[src/rtl/fib_pkg.sv]
// Shared types and constants for the two-requester Fibonacci scheduler.
package fib_pkg;

  localparam int unsigned FIB_WIDTH = 8;
  localparam int unsigned FIB_IDX_W = 5;

  localparam logic REQ0 = 1'b0;
  localparam logic REQ1 = 1'b1;

  typedef enum logic [1:0] {
    ST_IDLE,
    ST_LOAD,
    ST_RUN,
    ST_DONE
  } fib_state_e;

  // Round-robin pick: on a tie, favour the requester not served last.
  function automatic logic rr_pick(input logic [1:0] req, input logic last);
    if (req == 2'b11) return ~last;
    return req[1];
  endfunction

endpackage

[src/rtl/fib_core.sv]
// a/b Fibonacci recurrence with sticky overflow tracking for each term.
module fib_core
  import fib_pkg::*;
#(
  parameter int unsigned WIDTH = FIB_WIDTH
) (
  input  logic             clk,
  input  logic             reset,
  input  logic             load,
  input  logic             step,
  output logic [WIDTH-1:0] a,
  output logic             ovf_a
);

  logic [WIDTH-1:0] b;
  logic             ovf_b;
  logic [WIDTH:0]   sum;

  assign sum = {1'b0, a} + {1'b0, b};

  always_ff @(posedge clk or posedge reset) begin
    if (reset) begin
      a     <= '0;
      b     <= '0;
      ovf_a <= 1'b0;
      ovf_b <= 1'b0;
    end else if (load) begin
      a     <= '0;
      b     <= WIDTH'(1);
      ovf_a <= 1'b0;
      ovf_b <= 1'b0;
    end else if (step) begin
      a     <= b;
      b     <= sum[WIDTH-1:0];
      ovf_a <= ovf_b;
      ovf_b <= ovf_b | sum[WIDTH] | ovf_a;
    end
  end

endmodule

[src/rtl/fib_scheduler.sv]
// Round-robin shared Fibonacci datapath; steps the recurrence on a decimated tick of clk.
module fib_scheduler
  import fib_pkg::*;
#(
  parameter int unsigned DECIMATION = 16,
  parameter int unsigned WIDTH      = FIB_WIDTH,
  parameter int unsigned IDX_W      = FIB_IDX_W
) (
  input  logic             clk,
  input  logic             reset,
  input  logic [1:0]       req,
  input  logic [IDX_W-1:0] idx0,
  input  logic [IDX_W-1:0] idx1,
  output logic [1:0]       ack,
  output logic [1:0]       done,
  output logic [WIDTH-1:0] result,
  output logic             ovf,
  output logic             busy
);

  localparam int unsigned TW = (DECIMATION > 1) ? $clog2(DECIMATION) : 1;
  localparam logic [TW-1:0] TICK_MAX = TW'(DECIMATION - 1);

  fib_state_e       state;
  logic             last;
  logic             owner;
  logic             grant;
  logic [IDX_W-1:0] cnt;
  logic [TW-1:0]    tick;
  logic             core_load;
  logic             core_step;
  logic [WIDTH-1:0] core_a;
  logic             core_ovf;

  always_comb begin
    grant     = rr_pick(req, last);
    core_load = (state == ST_LOAD);
    core_step = (state == ST_RUN) && (cnt != '0) && (tick == TICK_MAX);
  end

  fib_core #(.WIDTH(WIDTH)) u_core (
    .clk   (clk),
    .reset (reset),
    .load  (core_load),
    .step  (core_step),
    .a     (core_a),
    .ovf_a (core_ovf)
  );

  always_ff @(posedge clk or posedge reset) begin
    if (reset) begin
      state  <= ST_IDLE;
      ack    <= '0;
      done   <= '0;
      result <= '0;
      ovf    <= 1'b0;
      busy   <= 1'b0;
      last   <= REQ1;
      owner  <= REQ0;
      cnt    <= '0;
      tick   <= '0;
    end else begin
      ack  <= '0;
      done <= '0;
      case (state)
        ST_IDLE: begin
          if (req != 2'b00) begin
            owner      <= grant;
            cnt        <= grant ? idx1 : idx0;
            ack[grant] <= 1'b1;
            busy       <= 1'b1;
            state      <= ST_LOAD;
          end
        end
        ST_LOAD: begin
          tick  <= '0;
          state <= ST_RUN;
        end
        ST_RUN: begin
          // done is raised on entry to DONE so it lands idx*DECIMATION+2 after ack
          if (cnt == '0) begin
            done[owner] <= 1'b1;
            result      <= core_a;
            ovf         <= core_ovf;
            last        <= owner;
            state       <= ST_DONE;
          end else begin
            tick <= (tick == TICK_MAX) ? '0 : tick + TW'(1);
            if (tick == TICK_MAX) cnt <= cnt - IDX_W'(1);
          end
        end
        ST_DONE: begin
          busy  <= 1'b0;
          state <= ST_IDLE;
        end
        default: state <= ST_IDLE;
      endcase
    end
  end

endmodule

[config.mk]
export PLATFORM = sky130hd
export DESIGN_NAME = fib_scheduler
export DESIGN_NICKNAME = d
export VERILOG_FILES = /design/src/rtl/fib_pkg.sv /design/src/rtl/fib_core.sv /design/src/rtl/fib_scheduler.sv
export SDC_FILE = /design/constraint.sdc
export NUM_CORES = 1
export LEC_CHECK = 0
export ABC_CLOCK_PERIOD_IN_PS = 1800
export CAP_MARGIN = 20
export CORE_AREA = 2 2 72 74
export CTS_BUF_LIST = sky130_fd_sc_hd__clkbuf_4
export DETAILED_ROUTE_END_ITERATION = 6
export DIE_AREA = 0 0 74 76
export GPL_TIMING_DRIVEN = 0
export MAX_ROUTING_LAYER = met4
export PLACE_DENSITY_LB_ADDON = 0.05
export SLEW_MARGIN = 5
export SYNTH_ARGS = -nofsm -noshare
export SYNTH_HDL_FRONTEND = slang
export SYNTH_SLANG_ARGS = --single-unit
[constraint.sdc]
create_clock -name clk -period 1.8 [get_ports clk]
set_input_delay 0.27 -clock clk [delete_from_list [all_inputs] [get_ports clk]]
set_output_delay 0.27 -clock clk [all_outputs]
set_load 0.03 [all_outputs]
==> results of run 1 <==
[worst register-to-register path, cell delays in order (launching register included)]
cell and delay [ns]:
dfrtp_1 0.51, or4b_4 0.62, a31oi_4 0.28, buf_6 0.17, nand2_2 0.06, o211ai_2 0.06
[logic make-up (layout without fill, tap and decap cells)]
family | Yosys count | count (layout) | share of synthesized area, %
and+or+nand+nor | 54 | 54 | 11.64
xor gates and xnor gates | 4 | 4 | 1.510
DFF | 45 | 45 | 48.57
AOI/OAI and AO/OA | 59 | 59 | 18.65
muxes | 15 | 15 | 7.224
buffers and inverters | 18 | 71 | 3.450
adders and majority gates | 16 | 16 | 8.949
[power by group through the flow]
stage / clock network, mW / logic (mW) / registers, mW
3_5_place_dp: 0 / 0.0713 / 1.03
3_3_place_gp: 0 / 0.0655 / 1.03
2_1_floorplan: 0 / 0.0266 / 1.03
4_1_cts: 0.645 / 0.0719 / 1.01
6_report: 0.634 / 0.0701 / 1.01
5_1_grt: 0.686 / 0.0801 / 1.01
[state kept, by name, indices dropped and copies added, names as in the netlist, 2 cells and up]
register  count
cnt           5
u_core.a      8
result        8
tick          4
done          2
ack           2
u_core.b      8
state         2
[metrics by stage]
| stage | std cells | setup slack (ns) | TNS, ns |
|---|---|---|---|
| 6_report | 334 | 0.01491 | 0 |
| 5_1_grt | 334 | -0.06888 | -0.4730 |
| 4_1_cts | 333 | -0.02163 | -0.04654 |
| 3_5_place_dp | 309 | -0.5285 | -11.99 |
| 3_3_place_gp | 308 | -0.4683 | -30.90 |
| 2_1_floorplan | 211 | 0.02233 | 0 |
[worst paths after layout]
path | startpoint | to | slack (ns) | cells after the start
worst max-delay path | cnt[2]$_DFFE_PP0P_ | u_core.b[7]$_DFFE_PP0P_ | 0.01 | 5
max in group asynchronous | reset | u_core.b[7]$_DFFE_PP0P_ | 1.20 | 3
worst min register to register | owner$_DFFE_PP0P_ | done[0]$_DFF_PP0_ | 0.49 | 1
worst min-delay path | reset | ack[0]$_DFF_PP0_ | 0.13 | 2
worst max register to register | cnt[2]$_DFFE_PP0P_ | u_core.b[7]$_DFFE_PP0P_ | 0.01 | 5
min in group clk | owner$_DFFE_PP0P_ | done[0]$_DFF_PP0_ | 0.49 | 1
[cell usage after synthesis, drive strengths merged (3+ instances only)]
library cell / number
dfrtp: 44
mux2: 14
clkbuf: 3
xnor2: 3
a22o: 9
buf: 5
a21oi: 14
a31oi: 5
o211ai: 5
o21ai: 9
ha: 15
nand2: 18
nand3: 11
inv: 10
nor2: 9
and2: 3
[cell type report]
type                            instances  area, µm²
Fill cell                             409       1823
Sequential cell                        45       1127
Clock buffer                            6      45.04
Timing Repair Buffer                   46      445.4
Multi-Input combinational cell        148       1260
Tap cell                               70      87.58
Inverter                               10      37.54
Clock inverter                          2      33.78
Buffer                                  7      52.55
[repair_timing]
action	4_1_cts	5_1_grt
resized for setup	23	31
buffers inserted	15	2
setup endpoints to repair	35	31
gates cloned	1	0
pin swaps	6	15
[layer usage]
| metal | routed length [µm] | track usage [%] | vias up |
|---|---|---|---|
| met3 | 182 | 2.778 | 6 |
| met2 | 2449 | 31.43 | 36 |
| met1 | 2220 | 24.31 | 880 |
| met4 | 66 | 7.091 | 0 |
| met5 | 0 | - | - |
| li1 | - | - | 882 |
==> impl_metrics.csv, run 1 <==
group,metric,value,unit
power_and_ir_drop,pwr-share-clk,37.0,%
floorplanning,die_h,76,µm
worst_setup_path,cpMaxStageDelayCell,"or4b_4",
logic_synthesis,synth_flop_cell,"dfrtp_1",
logic_synthesis,yosys_warnings,0,
logic_synthesis,synth_cell_types,46,
power_and_ir_drop,sw_frac_of_total,21.05,%
clock_tree,cts_tree,"yes",
power_and_ir_drop,power_density,555.1,nW/µm²
timing,clock_skew,0.01497,ns
clock_tree,cts_hold_buf,0,
logic_synthesis,synthArstFlopShare,100.0,%
routing,first_pass_iters,4,
worst_setup_path,end_kind,"register",
timing,whs,0.1273,ns
worst_setup_path,required,2.08,ns
power_and_ir_drop,intPower,1.354,mW
status,status,"complete, no violations",
grt,grt_pass1_wl,8280,µm
logic_synthesis,avgSynthCellArea,11.00,µm²
grt,grt_usage,19.35,%
layout,final_core_util,62.89,%
run,maxCapViolCount,0,
routing,vias,1804,
routing,drtIter0Drc,82,
timing,setup_viol_count_final,0,
worst_setup_path,crit_fanout,7,
clock_tree,clk_pin_slew_worst_paths,0.13,ns
power_and_ir_drop,p_switching,0.3609,mW
worst_setup_path,arrival,2.07,ns
logic_synthesis,synth_edf_count,0,
worst_setup_path,startpoint_type,"register",
worst_setup_path,path_buf_inv,1,
placed_design,dpl_cell_area,2704,µm²
routing,routed_wl,4919,µm
power_and_ir_drop,p_seq_share,59.0,%
grt,grt_pass1_vias,1806,
routing,drc,0,
timing,worstMarginPinSlew,0.4353,ns
layout,n_antenna_cell,0,
grt,overflow,0,
logic_synthesis,synth_top_area_cell,"dfrtp_1",
timing,max_freq,0.5602,GHz
placed_design,port_buffers,27,
power_and_ir_drop,pwr-share-comb,4.1,%
clock_tree,cts_buffer_depth,2,
logic_synthesis,netlist.area_leader.share,47.44,%
routing,ant_nets,0,
logic_synthesis,syn-instance-count,211,
clock_tree,cts.htree.levels,2,
floorplanning,start_util,47.25,%
placed_design,dp_hpwl,3393,µm
floorplanning,io_pins,28,
timing,final_max_slew_viol_count,0,
layout,area_growth,33.10,%
clock_tree,clkSinkCount,45,
logic_synthesis,ys_top_cells_by_area,"dfrtp_1, ha_1, mux2_2",
timing,period_needed,1.785,ns
worst_setup_path,criticalPathCategory,"reg -> reg",
routing,wl_per_cell,14.73,µm
timing,rsz0062_at_grt,"yes",
placed_design,gp_congestion,0.8144,
worst_setup_path,path_cells,"or4b_4 -> a31oi_4 -> buf_6 -> nand2_2 -> o211ai_2",
timing,fin_crit_sh,99.17,%
layout,mostFrequentLayoutCell,"dfrtp_1",
layout,nets,293,
layout,drive_above_1_share,30.68,%
floorplanning,core-area,4912,µm²
logic_synthesis,synth.yosys.seq_area_share,48.57,%
layout,final_area,3089,µm²
power_and_ir_drop,peakVddDrop,370.6,µV
routing,vias_per_cell,5.401,
worst_setup_path,cpPeakStageDelay,0.62,ns
logic_synthesis,synth_fp_nets,241,
worst_setup_path,crit_family,"simple AND/OR/NAND/NOR gates",
timing,hold_viol_final,0,
hold_path,worst_hold_path_type,"in -> async",
logic_synthesis,syn_area,2321,µm²
logic_synthesis,synth-seq-cells,45,
clock_tree,clk_latency,0.36,ns
clock_tree,cts_buffers,5,
layout,layout_common_cells,"dfrtp_1, clkdlybuf4s50_1, buf_4",
floorplanning,design.die.area,5624,µm²
power_and_ir_drop,power.total,1.715,mW
power_and_ir_drop,power.static_leakage,1.428,nW
grt,antenna_found_initial,0,
timing,relSlewSlack,70.85,%
floorplanning,rows,26,
floorplanning,die_x,74,µm
grt,grt_max_degree,36,
clock_tree,cts_root_buf,"clkbuf_4",
(Power assumes the default switching activity.)
==> run 2, diff against run 1 <==
- ABC_AREA: unset -> 1
- CORE_AREA: 2 2 72 74 -> 2 2 74 76
- DIE_AREA: 0 0 74 76 -> 0 0 76 78
==> run 2 against run 1 <==
  * Non-clock buffer count shrank 20
  * Via count grew 8.8%
  * Die area increased by 5.4%
  * Largest power group is now combinational logic
  * Combinational power rose to 20 times the previous value
  * Maximum frequency rose by 5.1%
  * Clock skew increased by 0.00094 ns
  * Highest routed layer unchanged
  * Setup slack improved by 0.087 ns
  * Worst hold slack better by 0.081 ns
  * Cell area shrank 3.8%
==> impl_metrics.csv, run 2 <==
group,metric,value,unit
status,status,"complete, no violations",
power_and_ir_drop,power.static_leakage,1.557,nW
timing,fin_crit_sh,94.35,%
logic_synthesis,synth_flop_cell,"dfrtp_1",
timing,setup_viol_count_final,0,
layout,n_antenna_cell,0,
floorplanning,start_util,49.80,%
logic_synthesis,synth_top_area_cell,"dfrtp_1",
grt,grt_pass1_vias,1864,
layout,mostFrequentLayoutCell,"nand2_1",
logic_synthesis,synth_fp_nets,331,
logic_synthesis,synth_commonest_cells,"nand2_1, dfrtp_1, inv_1",
logic_synthesis,synth_cell_types,32,
logic_synthesis,syn-instance-count,301,
worst_setup_path,path_buf_inv,1,
timing,max_freq,0.5888,GHz
layout,final_area,2973,µm²
timing,final_max_slew_viol_count,0,
power_and_ir_drop,pwr-share-clk,19.5,%
clock_tree,post_cts_resized,0,
grt,grt_usage,18.49,%
power_and_ir_drop,intPower,1.991,mW
clock_tree,cts_root_buf,"clkbuf_4",
routing,drtIter0Drc,93,
routing,ant_nets,0,
placed_design,port_buffers,27,
timing,relSlewSlack,69.51,%
placed_design,dpl_cell_area,2889,µm²
clock_tree,cts_hold_buf,0,
power_and_ir_drop,pwr-share-comb,41.3,%
timing,rsz0062_at_grt,"no",
placed_design,dp_hpwl,3521,µm
logic_synthesis,netlist.area_leader.share,43.85,%
worst_setup_path,end_kind,"primary output",
floorplanning,die_x,76,µm
run,maxCapViolCount,0,
logic_synthesis,yosys_warnings,0,
logic_synthesis,yosysMostFrequentCell,"nand2_1",
worst_setup_path,crit_family,"buffers and inverters",
layout,top_regs,"result (8), u_core.a (8), u_core.b (8)",
worst_setup_path,cpMaxStageDelayCell,"clkdlybuf4s50_1",
worst_setup_path,required,1.53,ns
layout,final_core_util,58.96,%
worst_setup_path,arrival,1.43,ns
worst_setup_path,rrSetupSlack,0.19,ns
clock_tree,cts_tree,"yes",
worst_setup_path,startpoint_type,"register",
logic_synthesis,syn_area,2511,µm²
logic_synthesis,synth-seq-cells,45,
layout,final_cells,407,
worst_setup_path,cpPeakStageDelay,0.67,ns
layout,layout_common_cells,"nand2_1, dfrtp_1, inv_1",
worst_setup_path,criticalPathCategory,"reg -> out",
floorplanning,die_h,78,µm
clock_tree,clk_pin_slew_worst_paths,0.15,ns
clock_tree,cts.htree.levels,2,
routing,vias_per_cell,4.823,
worst_setup_path,path_cells,"clkdlybuf4s50_1",
timing,clock_skew,0.01591,ns
power_and_ir_drop,peakVddDrop,750.1,µV
layout,area_growth,18.39,%
logic_synthesis,synthArstFlopShare,100.0,%
worst_setup_path,crit_fanout,2,
logic_synthesis,synth_edf_count,0,
grt,antenna_found_initial,0,
floorplanning,rows,26,
clock_tree,post-cts-setup-buffers,0,
timing,worstMarginPinSlew,0.4567,ns
floorplanning,design.die.area,5928,µm²
grt,grt_pass1_wl,8618,µm
clock_tree,clk_latency,0.38,ns
power_and_ir_drop,sw_frac_of_total,40.66,%
clock_tree,clkSinkCount,45,
routing,routed_wl,4713,µm
layout,nets,366,
routing,vias,1963,
logic_synthesis,ys_top_cells_by_area,"dfrtp_1, nand2_1, ha_1",
placed_design,gp_congestion,0.8304,
hold_path,worst_hold_path_type,"in -> async",
timing,period_needed,1.698,ns
power_and_ir_drop,p_seq_share,39.2,%
clock_tree,cts_buffer_depth,2,
clock_tree,cts_buffers,5,
timing,hold_viol_final,0,
logic_synthesis,avgSynthCellArea,8.343,µm²
routing,wl_per_cell,11.58,µm
power_and_ir_drop,power_density,1128,nW/µm²
placed_design,dp_cells,399,
grt,overflow,0,
layout,drive_above_1_share,12.76,%
power_and_ir_drop,p_switching,1.364,mW
routing,first_pass_iters,4,
logic_synthesis,synth.yosys.seq_area_share,44.89,%
floorplanning,core-area,5042,µm²
floorplanning,io_pins,28,
grt,grt_max_degree,27,
routing,drc,0,
-- run 2: cells by family after synthesis --
kind of cell / after synthesis / synth area share (%)
fa+ha+maj: 16 / 8.271
simple gates: 155 / 28.80
xor+xnor: 5 / 1.744
buf+inv: 44 / 7.773
flops: 45 / 44.89
compound gates: 36 / 8.521
-- run 2: per-layer routing --
layer  share of wire (%)  wire length, µm  vias up  track usage [%]
met4                 1.4               65        0            6.000
met5                   0                0        -                -
met1                  52             2456      902            25.90
met3                 4.3              205        6            3.721
li1                    -                -     1024                -
met2                  42             1985       31            27.14
-- run 2: layout make-up --
type                            instances  area (µm²)
Fill cell                             481        2069
Clock buffer                            5       37.54
Tap cell                               70       87.58
Timing Repair Buffer                   28       290.3
Sequential cell                        45        1127
Inverter                               39       148.9
Clock inverter                          3       46.29
Multi-Input combinational cell        212        1189
Buffer                                  5       46.29
-- run 2: final timing paths --
| check | from | end | depth (start not counted) |
|---|---|---|---|
| max reg2reg | u_core.a[0]$_DFFE_PP0P_ | u_core.b[4]$_DFFE_PP0P_ | 7 |
| min | reset | owner$_DFFE_PP0P_ | 2 |
| max | result[3]$_DFFE_PP0N_ | result[3] | 1 |
| min reg2reg | owner$_DFFE_PP0P_ | done[0]$_DFF_PP0_ | 1 |
| max in group asynchronous | reset | last$_DFFE_PP1N_ | 3 |
| min in group clk | owner$_DFFE_PP0P_ | done[0]$_DFF_PP0_ | 1 |
-- run 2: power groups by stage --
stage / registers [mW] / clock network, mW / logic [mW]
after floorplan: 1.36 / 0 / 1.04
after global placement: 1.33 / 0 / 1.37
after detailed placement: 1.34 / 0 / 1.39
after CTS: 1.32 / 0.671 / 1.40
after global routing: 1.34 / 0.710 / 1.56
final: 1.32 / 0.655 / 1.39
-- run 2: through the flow --
step	hold slack [ns]	total power, mW	TNS (ns)	worst slack (ns)
after floorplan	0.3526	2.395	0	0.3087
after global placement	0.4617	2.705	-21.57	-0.4898
after detailed placement	0.4648	2.730	0	0.1682
after CTS	0.2251	3.388	0	0.08817
after global routing	0.2467	3.618	0	0.01481
final	0.2082	3.355	0	0.1018
